**src/rtl/lag_pl_status_tracker_pkg.sv**
```systemverilog
// Shared types and helpers for the output physical-lane status tracker.
// Holds the per-lane state encoding and the credit-width function.
package lag_pl_status_tracker_pkg;

    typedef enum logic [1:0] {
        FREE  = 2'd0,
        ALLOC = 2'd1,
        DRAIN = 2'd2
    } pl_state_t;

    // Bits needed to hold values 0..value-1.
    function automatic int clog2(input int value);
        int r;
        r = 0;
        for (int v = value - 1; v > 0; v = v >> 1) begin
            r = r + 1;
        end
        return r;
    endfunction

endpackage

```
**src/rtl/lag_pl_credit_fsm.sv**
```systemverilog
// Single output PL: FREE/ALLOC/DRAIN state machine plus downstream credit counter.
// Raises a one-cycle err_pulse on any protocol violation seen by this PL.
module lag_pl_credit_fsm
    import lag_pl_status_tracker_pkg::*;
#(
    parameter int buf_len = 4,
    parameter int CW      = clog2(buf_len + 1)
) (
    input  logic          clk,
    input  logic          rst_n,
    input  logic          pl_allocated,
    input  logic          flit_sent,
    input  logic          tail_sent,
    input  logic          credit_in,
    output logic          pl_free,
    output logic          pl_can_send,
    output logic [CW-1:0] pl_credits,
    output logic          err_pulse
);

    localparam logic [CW-1:0] FULL = CW'(buf_len);

    pl_state_t     state, state_nxt;
    logic [CW-1:0] count, count_nxt;
    logic          flit_ok;
    logic          underflow, overflow;

    // Illegal events are flagged and otherwise ignored.
    assign flit_ok   = flit_sent && (state == ALLOC);
    assign underflow = flit_ok && !credit_in && (count == '0);
    assign overflow  = credit_in && !flit_ok && (count == FULL);

    assign err_pulse = (pl_allocated && (state != FREE))
                     | (flit_sent && (state != ALLOC))
                     | (tail_sent && !flit_sent)
                     | underflow
                     | overflow;

    always_comb begin
        // NOTE: every output of this block gets a default first, so no latch is inferred.
        count_nxt = count;
        state_nxt = state;
        if (flit_ok && !credit_in && !underflow) begin
            count_nxt = count - CW'(1);
        end else if (credit_in && !flit_ok && !overflow) begin
            count_nxt = count + CW'(1);
        end
        case (state)
            FREE:    if (pl_allocated)         state_nxt = ALLOC;
            ALLOC:   if (flit_ok && tail_sent) state_nxt = DRAIN;
            DRAIN:   if (count == FULL)        state_nxt = FREE;
            default:                           state_nxt = FREE;
        endcase
    end

    always_ff @(posedge clk) begin
        // NOTE: sequential state uses non-blocking assignments only.
        if (!rst_n) begin
            state <= FREE;
            count <= FULL;
        end else begin
            state <= state_nxt;
            count <= count_nxt;
        end
    end

    assign pl_free     = (state == FREE);
    assign pl_can_send = (state == ALLOC) && (count != '0);
    assign pl_credits  = count;

endmodule

```
**src/rtl/lag_pl_status_tracker.sv**
```systemverilog
// Tracks free/allocated status and downstream credits for every output PL [port][PL].
// Instantiates one credit FSM per PL and folds their error pulses into a sticky flag.
module lag_pl_status_tracker
    import lag_pl_status_tracker_pkg::*;
#(
    parameter int np      = 5,
    parameter int nv      = 4,
    parameter int buf_len = 4
) (
    input  logic                                        clk,
    input  logic                                        rst_n,
    input  logic [np-1:0][nv-1:0]                       pl_allocated,
    input  logic [np-1:0][nv-1:0]                       flit_sent,
    input  logic [np-1:0][nv-1:0]                       tail_sent,
    input  logic [np-1:0][nv-1:0]                       credit_in,
    output logic [np-1:0][nv-1:0]                       pl_status,
    output logic [np-1:0][nv-1:0]                       pl_can_send,
    output logic [np-1:0][nv-1:0][clog2(buf_len+1)-1:0] pl_credits,
    output logic                                        pl_error
);

    localparam int CW = clog2(buf_len + 1);

    logic [np-1:0][nv-1:0] err_vec;

    for (genvar p = 0; p < np; p++) begin : g_port
        for (genvar v = 0; v < nv; v++) begin : g_pl
            lag_pl_credit_fsm #(
                .buf_len (buf_len),
                .CW      (CW)
            ) u_pl (
                .clk          (clk),
                .rst_n        (rst_n),
                .pl_allocated (pl_allocated[p][v]),
                .flit_sent    (flit_sent[p][v]),
                .tail_sent    (tail_sent[p][v]),
                .credit_in    (credit_in[p][v]),
                .pl_free      (pl_status[p][v]),
                .pl_can_send  (pl_can_send[p][v]),
                .pl_credits   (pl_credits[p][v]),
                .err_pulse    (err_vec[p][v])
            );
        end
    end

    always_ff @(posedge clk) begin
        if (!rst_n) begin
            pl_error <= 1'b0;
        end else if (|err_vec) begin
            pl_error <= 1'b1;
        end
    end

endmodule

```
**config.mk**
```make
export PLATFORM = sky130hd
export DESIGN_NAME = lag_pl_status_tracker
export DESIGN_NICKNAME = d
export VERILOG_FILES = /design/src/rtl/lag_pl_status_tracker_pkg.sv /design/src/rtl/lag_pl_credit_fsm.sv /design/src/rtl/lag_pl_status_tracker.sv
export SDC_FILE = /design/constraint.sdc
export NUM_CORES = 1
export LEC_CHECK = 0
export ABC_AREA = 1
export ABC_CLOCK_PERIOD_IN_PS = 4900
export CAP_MARGIN = 25
export CORE_MARGIN = 5
export CORE_UTILIZATION = 53
export CTS_BUF_LIST = sky130_fd_sc_hd__clkbuf_4 sky130_fd_sc_hd__clkbuf_8 sky130_fd_sc_hd__clkbuf_16
export CTS_CLUSTER_SIZE = 16
export DETAILED_ROUTE_END_ITERATION = 10
export PLACE_DENSITY = 0.87
export SLEW_MARGIN = 20
export SYNTH_ARGS = -nofsm -noshare
export SYNTH_HDL_FRONTEND = slang
export SYNTH_SLANG_ARGS = --single-unit
```
**constraint.sdc**
```tcl
create_clock -name clk -period 4.9 [get_ports clk]
set_input_delay 0.735 -clock clk [delete_from_list [all_inputs] [get_ports clk]]
set_output_delay 0.735 -clock clk [all_outputs]
set_load 0.01 [all_outputs]
```
==> impl_metrics.json <==
{
  "hold_viol_final": 0,
  "setup_tns_ns": 0,
  "antenna_found_initial": 0,
  "post_cts_buffers": 0,
  "drc": 0,
  "syn_to_final_growth_pct": 30.9,
  "drive_above_1_share": 0.0472,
  "postRouteAntennaNets": 0,
  "powerDensity_nw_per_um2": 325,
  "avgSynthCellArea_um2": 6.43,
  "status": "completed",
  "htree_levels": 3,
  "grt_usage": 0.250,
  "drv_cap": 0,
  "p_clk_frac": 0.252,
  "viasPerCell": 5.20,
  "ys_seq_area_frac": 0.310,
  "die_x_um": 121,
  "min_path_type": "flop to flop",
  "io_buffer_count": 182,
  "ys_warn_count": 0,
  "cpPeakStageDelay_ns": 0.61,
  "dp_slack_ns": 2.25,
  "path_clk_slew_ns": 0.06,
  "fmax_mhz": 386,
  "fill_cells": 1044,
  "drtPass1Iterations": 6,
  "final_area_um2": 8550,
  "ys_types": 30,
  "synth_area_um2": 6530,
  "p_comb_frac": 0.370,
  "p_leak_nw": 3.68,
  "wl_um": 18500,
  "globalRouteOverflowTotal": 0,
  "pwr-share-seq": 0.379,
  "core_um2": 12100,
  "crit_slowest_cell": "clkdlybuf4s50_1",
  "via_count": 6932,
  "num_rows": 40,
  "place_hpwl_um": 14500,
  "min_period_ns": 2.59,
  "cp_num_buf_inv": 3,
  "clk_latency_ns": 0.35,
  "endpoint_kind": "output port",
  "critical_path.top_delay_family": "buffers and inverters",
  "io_pins": 183,
  "worstPathMaxFanout": 5,
  "r2r_slack_ns": 3.02,
  "layout.nets": 1263,
  "finClkSkew_ns": 0.00612,
  "final_cell_mix": "nand2_1, clkdlybuf4s50_1, nor2_1, inv_1, dfxtp_1",
  "postPlaceCellArea_um2": 8230,
  "dieArea_um2": 14600,
  "rsz0062_at_grt": "false",
  "path_class": "flop to output port",
  "gp_congestion": 0.859,
  "irDropWorstVdd_mv": 0.180,
  "postCtsHoldBufs": 0,
  "syn-num-nets": 1118,
  "slew_violations": 0,
  "wl_per_cell_um": 13.9,
  "whs_ns": 0.479,
  "synth.area.top_cells": "dfxtp_1, nand2_1, inv_1, nor2_1, nand3_1",
  "initial_utilization": 0.541,
  "worstPathArrival_ns": 1.86,
  "multi_input_area_um2": 3600,
  "final_common_cell": "nand2_1",
  "grt_pass1_wl_um": 29400,
  "period_share": 0.529,
  "path_cells": "inv_1 -> nand3_1 -> inv_1 -> nor3_1 -> clkdlybuf4s50_1",
  "cts_sinks": 101,
  "seq_area_um2": 2020,
  "setup_viol": 0,
  "netSwitchingFraction": 0.355,
  "fin_ws_ns": 2.31,
  "p_sw_mw": 0.988,
  "tightestPinTransition_ns": 0.619,
  "internal_power_mw": 1.79,
  "crit_required_ns": 4.16,
  "p_total_mw": 2.78,
  "synth-seq-cells": 101,
  "numCtsBuffers": 9,
  "cts_max_path_buffers": 2,
  "drtIter0Drc": 516,
  "grt_pass1_vias": 6399,
  "netlist_instances": 1016,
  "grt_max_degree": 56,
  "synth.top_cell.area_share": 0.310,
  "cts_tree": "done",
  "worst_slew_margin_rel": 0.587,
  "postCtsResizedCells": 0,
  "crit_top_cell": "inv_1",
  "antennaDiodeCount": 0,
  "dieHeight_um": 121,
  "start_kind": "flop",
  "synth.largest_area_cell": "dfxtp_1",
  "ctsRootBufferMaster": "clkbuf_16"
}
area by class of cell:
type | count | area share
clock buffer | 15 | 0.0331
clock inverter | 1 | 0.000586
inverter | 151 | 0.0663
multi-input combinational | 714 | 0.422
sequential | 101 | 0.237
tap | 168 | 0.0246
timing repair buffer | 184 | 0.217
flip-flops by register name, indices dropped and copies added, names as in the netlist:
name and cells:
g_port.g_pl.u_pl.pl_credits 60, g_port.g_pl.u_pl.state 40, pl_error 1
path summary, 6_finish.rpt:
kind,from,endpoint,depth (start not counted)
hold / removal,g_port[4].g_pl[3].u_pl.state[1],g_port[4].g_pl[3].u_pl.state[1],2
setup / recovery,g_port[0].g_pl[1].u_pl.pl_credits[0],pl_can_send[1],5
setup reg to reg,g_port[2].g_pl[1].u_pl.state[0],g_port[2].g_pl[1].u_pl.pl_credits[2],8
hold reg to reg,g_port[4].g_pl[3].u_pl.state[1],g_port[4].g_pl[3].u_pl.state[1],2
synthesized netlist by cell type (all sizes together):
cell type / n
a211oi: 4
a21o: 2
a21oi: 89
a31oi: 11
buf: 44
clkbuf: 6
dfxtp: 101
fa: 20
inv: 151
mux2i: 1
nand2: 196
nand3: 103
nand3b: 3
nand4: 8
nor2: 159
nor3: 38
o211ai: 4
o21ai: 69
o21bai: 1
or2: 6
logic make-up after synthesis:
family | count (synthesis) | synth area share
AOI/OAI and AO/OA | 180 | 0.145
adders and majority gates | 20 | 0.0613
buffers and inverters | 201 | 0.139
DFF | 101 | 0.310
muxes | 1 | 0.00153
and+or+nand+nor | 513 | 0.343
per-layer routing:
| metal | GRT usage | up-vias | routed length, um |
|---|---|---|---|
| li1 | - | 3542 | - |
| met1 | 0.312 | 3147 | 7970 |
| met2 | 0.427 | 216 | 8850 |
| met3 | 0.0457 | 27 | 1240 |
| met4 | 0.0992 | 0 | 471 |
| met5 | 0 | - | 0 |
worst min-delay path, delay by kind of cell (launching register included):
family	cells	cell delay [ns]
flops	1	0.32
simple gates	1	0.06
compound gates	1	0.05
power by group through the flow:
| stage | sequential, mW | clock [mW] | combinational [mW] |
|---|---|---|---|
| 6_report | 1.05 | 0.699 | 1.03 |
| 3_5_place_dp | 1.06 | 0 | 1.02 |
| 3_3_place_gp | 1.06 | 0 | 0.990 |
| 5_1_grt | 1.07 | 0.740 | 1.15 |
| 2_1_floorplan | 1.08 | 0 | 0.591 |
| 4_1_cts | 1.05 | 0.708 | 1.03 |
per-stage QoR:
stage	utilization	cells
3_5_place_dp	0.682	1317
5_1_grt	0.709	1334
3_3_place_gp	0.682	1317
6_report	0.709	1334
2_1_floorplan	-	1016
4_1_cts	0.706	1333
Note: power is estimated with default switching activity, not from simulation.
==> edit, RTL diff (same flow settings) <==
Compare `count` against `FULL` with >= in place of ==.
--- a/src/rtl/lag_pl_credit_fsm.sv
+++ b/src/rtl/lag_pl_credit_fsm.sv
@@ -50,3 +50,3 @@
             ALLOC:   if (flit_ok && tail_sent) state_nxt = DRAIN;
-            DRAIN:   if (count == FULL)        state_nxt = FREE;
+            DRAIN:   if (count >= FULL)        state_nxt = FREE;
             default:                           state_nxt = FREE;
Behaviour: same outputs for any inputs over 4 cycles, from zero or initial values and one cycle with rst_n low; that may be too few to reach the edited logic, so the function may still have changed.
==> edit against the original RTL <==
  * Total power is 3.8% lower
  * Synthesized area grew 0.21%
  * Wire length shrank 5.6%
  * Sequential cell count did not move
  * Count of clock-buffer cells in the layout fell by 5
  * Cell count decreased by 2.1%
  * Worst setup slack improved by 0.084 ns
  * First-iteration DRC count decreased by 26%
  * Global-route usage shrank 0.91 points
  * Worst hold slack gained 0.0034 ns
  * Final area shrank 0.20%
==> edit: results (changes against the original RTL) <==
** Run status
- Run status :: complete, no violations (unchanged)

** Worst setup path
- Worst R2R Path Depth :: 9 (was 8)
- The worst reg-to-reg setup slack is 3.09 ns (was 3.02 ns).
- Arrival time reported for the critical path endpoint :: 1.77 ns (was 1.86 ns)
- Reg-to-reg endpoint :: g_port[0].g_pl[0].u_pl.pl_credits[2] (was g_port[2].g_pl[1].u_pl.pl_credits[2])
- The maximum fanout encountered on the critical timing path came to 6 (was 5).
- The startpoint of the worst register-to-register path was g_port[0].g_pl[0].u_pl.state[0] (was g_port[2].g_pl[1].u_pl.state[0]).

** Detailed routing
- The detail-routed net length per standard cell came to 13.4 microns (was 13.9 microns).
- Starting DRC count in detailed routing :: 384 (was 516)
- Total length of routed wires :: 17500 microns (was 18500 microns)
- The via count came to 6703 (was 6932).

** Yosys
- The count of cell types in the netlist was 33 (was 30).
- The post-synth net total came to 1092 (was 1118).
- The number of instances in the synthesized netlist is 990 (was 1016).
- Biggest area contributors in the synthesized netlist: sky130_fd_sc_hd__dfxtp_1, sky130_fd_sc_hd__nand2_1, sky130_fd_sc_hd__inv_1, sky130_fd_sc_hd__nor2_1, sky130_fd_sc_hd__a21oi_1 (was sky130_fd_sc_hd__dfxtp_1, sky130_fd_sc_hd__nand2_1, sky130_fd_sc_hd__inv_1, sky130_fd_sc_hd__nor2_1, sky130_fd_sc_hd__nand3_1).
- The portion of the post-synthesis area used by sequential elements came to 0.309 (was 0.310).

** GRT
- Vias in the first global route :: 6045 (was 6399)
- Pin count of the biggest net entering global routing :: 46 (was 56)
- The global-route wire length before repair came to 28300 microns (was 29400 microns).

** Finish
- The fraction of layout cells with a size suffix above 1 is 0.0624 (was 0.0472).
- The number of inserted filler cells in the final layout came to 1022 (was 1044).
- Fin nets :: 1236 (was 1263)

** Placement
- Post-placement cell count :: 1291 (was 1317)
- The placed wire-length estimate after detailed placement was 13800 microns (was 14500 microns).
- Placer congestion estimate :: 0.870 (was 0.859)

** Power and ir drop
- The static power due to leakage was 3.72 nW (was 3.68 nW).

** Hold path
- Hold endpoint :: g_port[3].g_pl[3].u_pl.pl_credits[0] (was g_port[4].g_pl[3].u_pl.state[1])
- The beginning of the worst hold path is g_port[3].g_pl[3].u_pl.pl_credits[0] (was g_port[4].g_pl[3].u_pl.state[1]).
- Hold Path Stages :: 1 (was 2)

** STA
- Clock skew after layout :: 0.00496 ns (was 0.00612 ns)
- The worst slack on hold paths was 0.482 ns (was 0.479 ns).
- Remaining max-slew budget at the tightest pin :: 0.633 (was 0.587)
-- edit: report_power, final --
part           leakage [nW]  switching [mW]  internal [mW]
clock                 0.142           0.311          0.396
combinational          2.75           0.485          0.445
sequential            0.830           0.120          0.918
total                  3.72           0.916           1.76
-- edit: area by class of cell --
cell class | count | area (sq um) | share of cell area
sequential | 101 | 2020 | 0.237
timing repair buffer | 184 | 1840 | 0.215
inverter | 140 | 526 | 0.0616
tap | 168 | 210 | 0.0246
multi-input combinational | 698 | 3650 | 0.428
clock buffer | 10 | 233 | 0.0273
clock inverter | 5 | 52.6 | 0.00616
-- edit: worst max-delay path, stage by stage (launching register included) --
cell	delay, ns
sky130_fd_sc_hd__dfxtp_1	0.43
sky130_fd_sc_hd__nor3_1	0.12
sky130_fd_sc_hd__nor3_1	0.27
sky130_fd_sc_hd__clkdlybuf4s50_1	0.60
-- edit: worst max-delay path by stage --
stage	start	depth (start not counted)	endpoint
2_1_floorplan	flit_sent[0]	9	g_port[0].g_pl[0].u_pl.pl_credits[2]
3_3_place_gp	rst_n	6	g_port[0].g_pl[3].u_pl.pl_credits[2]
3_5_place_dp	rst_n	6	g_port[1].g_pl[3].u_pl.pl_credits[2]
4_1_cts	g_port[1].g_pl[3].u_pl.pl_credits[0]	3	pl_can_send[7]
5_1_grt	g_port[3].g_pl[3].u_pl.pl_credits[0]	5	pl_can_send[15]
6_report	g_port[1].g_pl[3].u_pl.pl_credits[0]	3	pl_can_send[7]
-- edit: stage by stage --
| stage | instance area, sq um | worst slack [ns] |
|---|---|---|
| final | 8530 | 2.39 |
| after detailed placement | 8240 | 2.21 |
| after CTS | 8530 | 2.42 |
| after global routing | 8530 | 2.31 |
| after floorplan | 6550 | 2.91 |
| after global placement | 8240 | 2.26 |
-- edit: metal layers --
layer | wire length (microns) | up-vias | GRT usage | share of wire
met5 | 0 | - | 0 | 0
met4 | 216 | 0 | 0.0559 | 0.012
met1 | 7650 | 3004 | 0.311 | 0.44
met3 | 1250 | 27 | 0.0578 | 0.072
met2 | 8380 | 220 | 0.407 | 0.48
li1 | - | 3452 | - | -
-- edit: kinds of logic after synthesis --
logic type      synth area share
compound gates             0.136
fa+ha+maj                 0.0612
buf+inv                    0.133
flops                      0.309
mux                      0.00841
simple gates               0.352
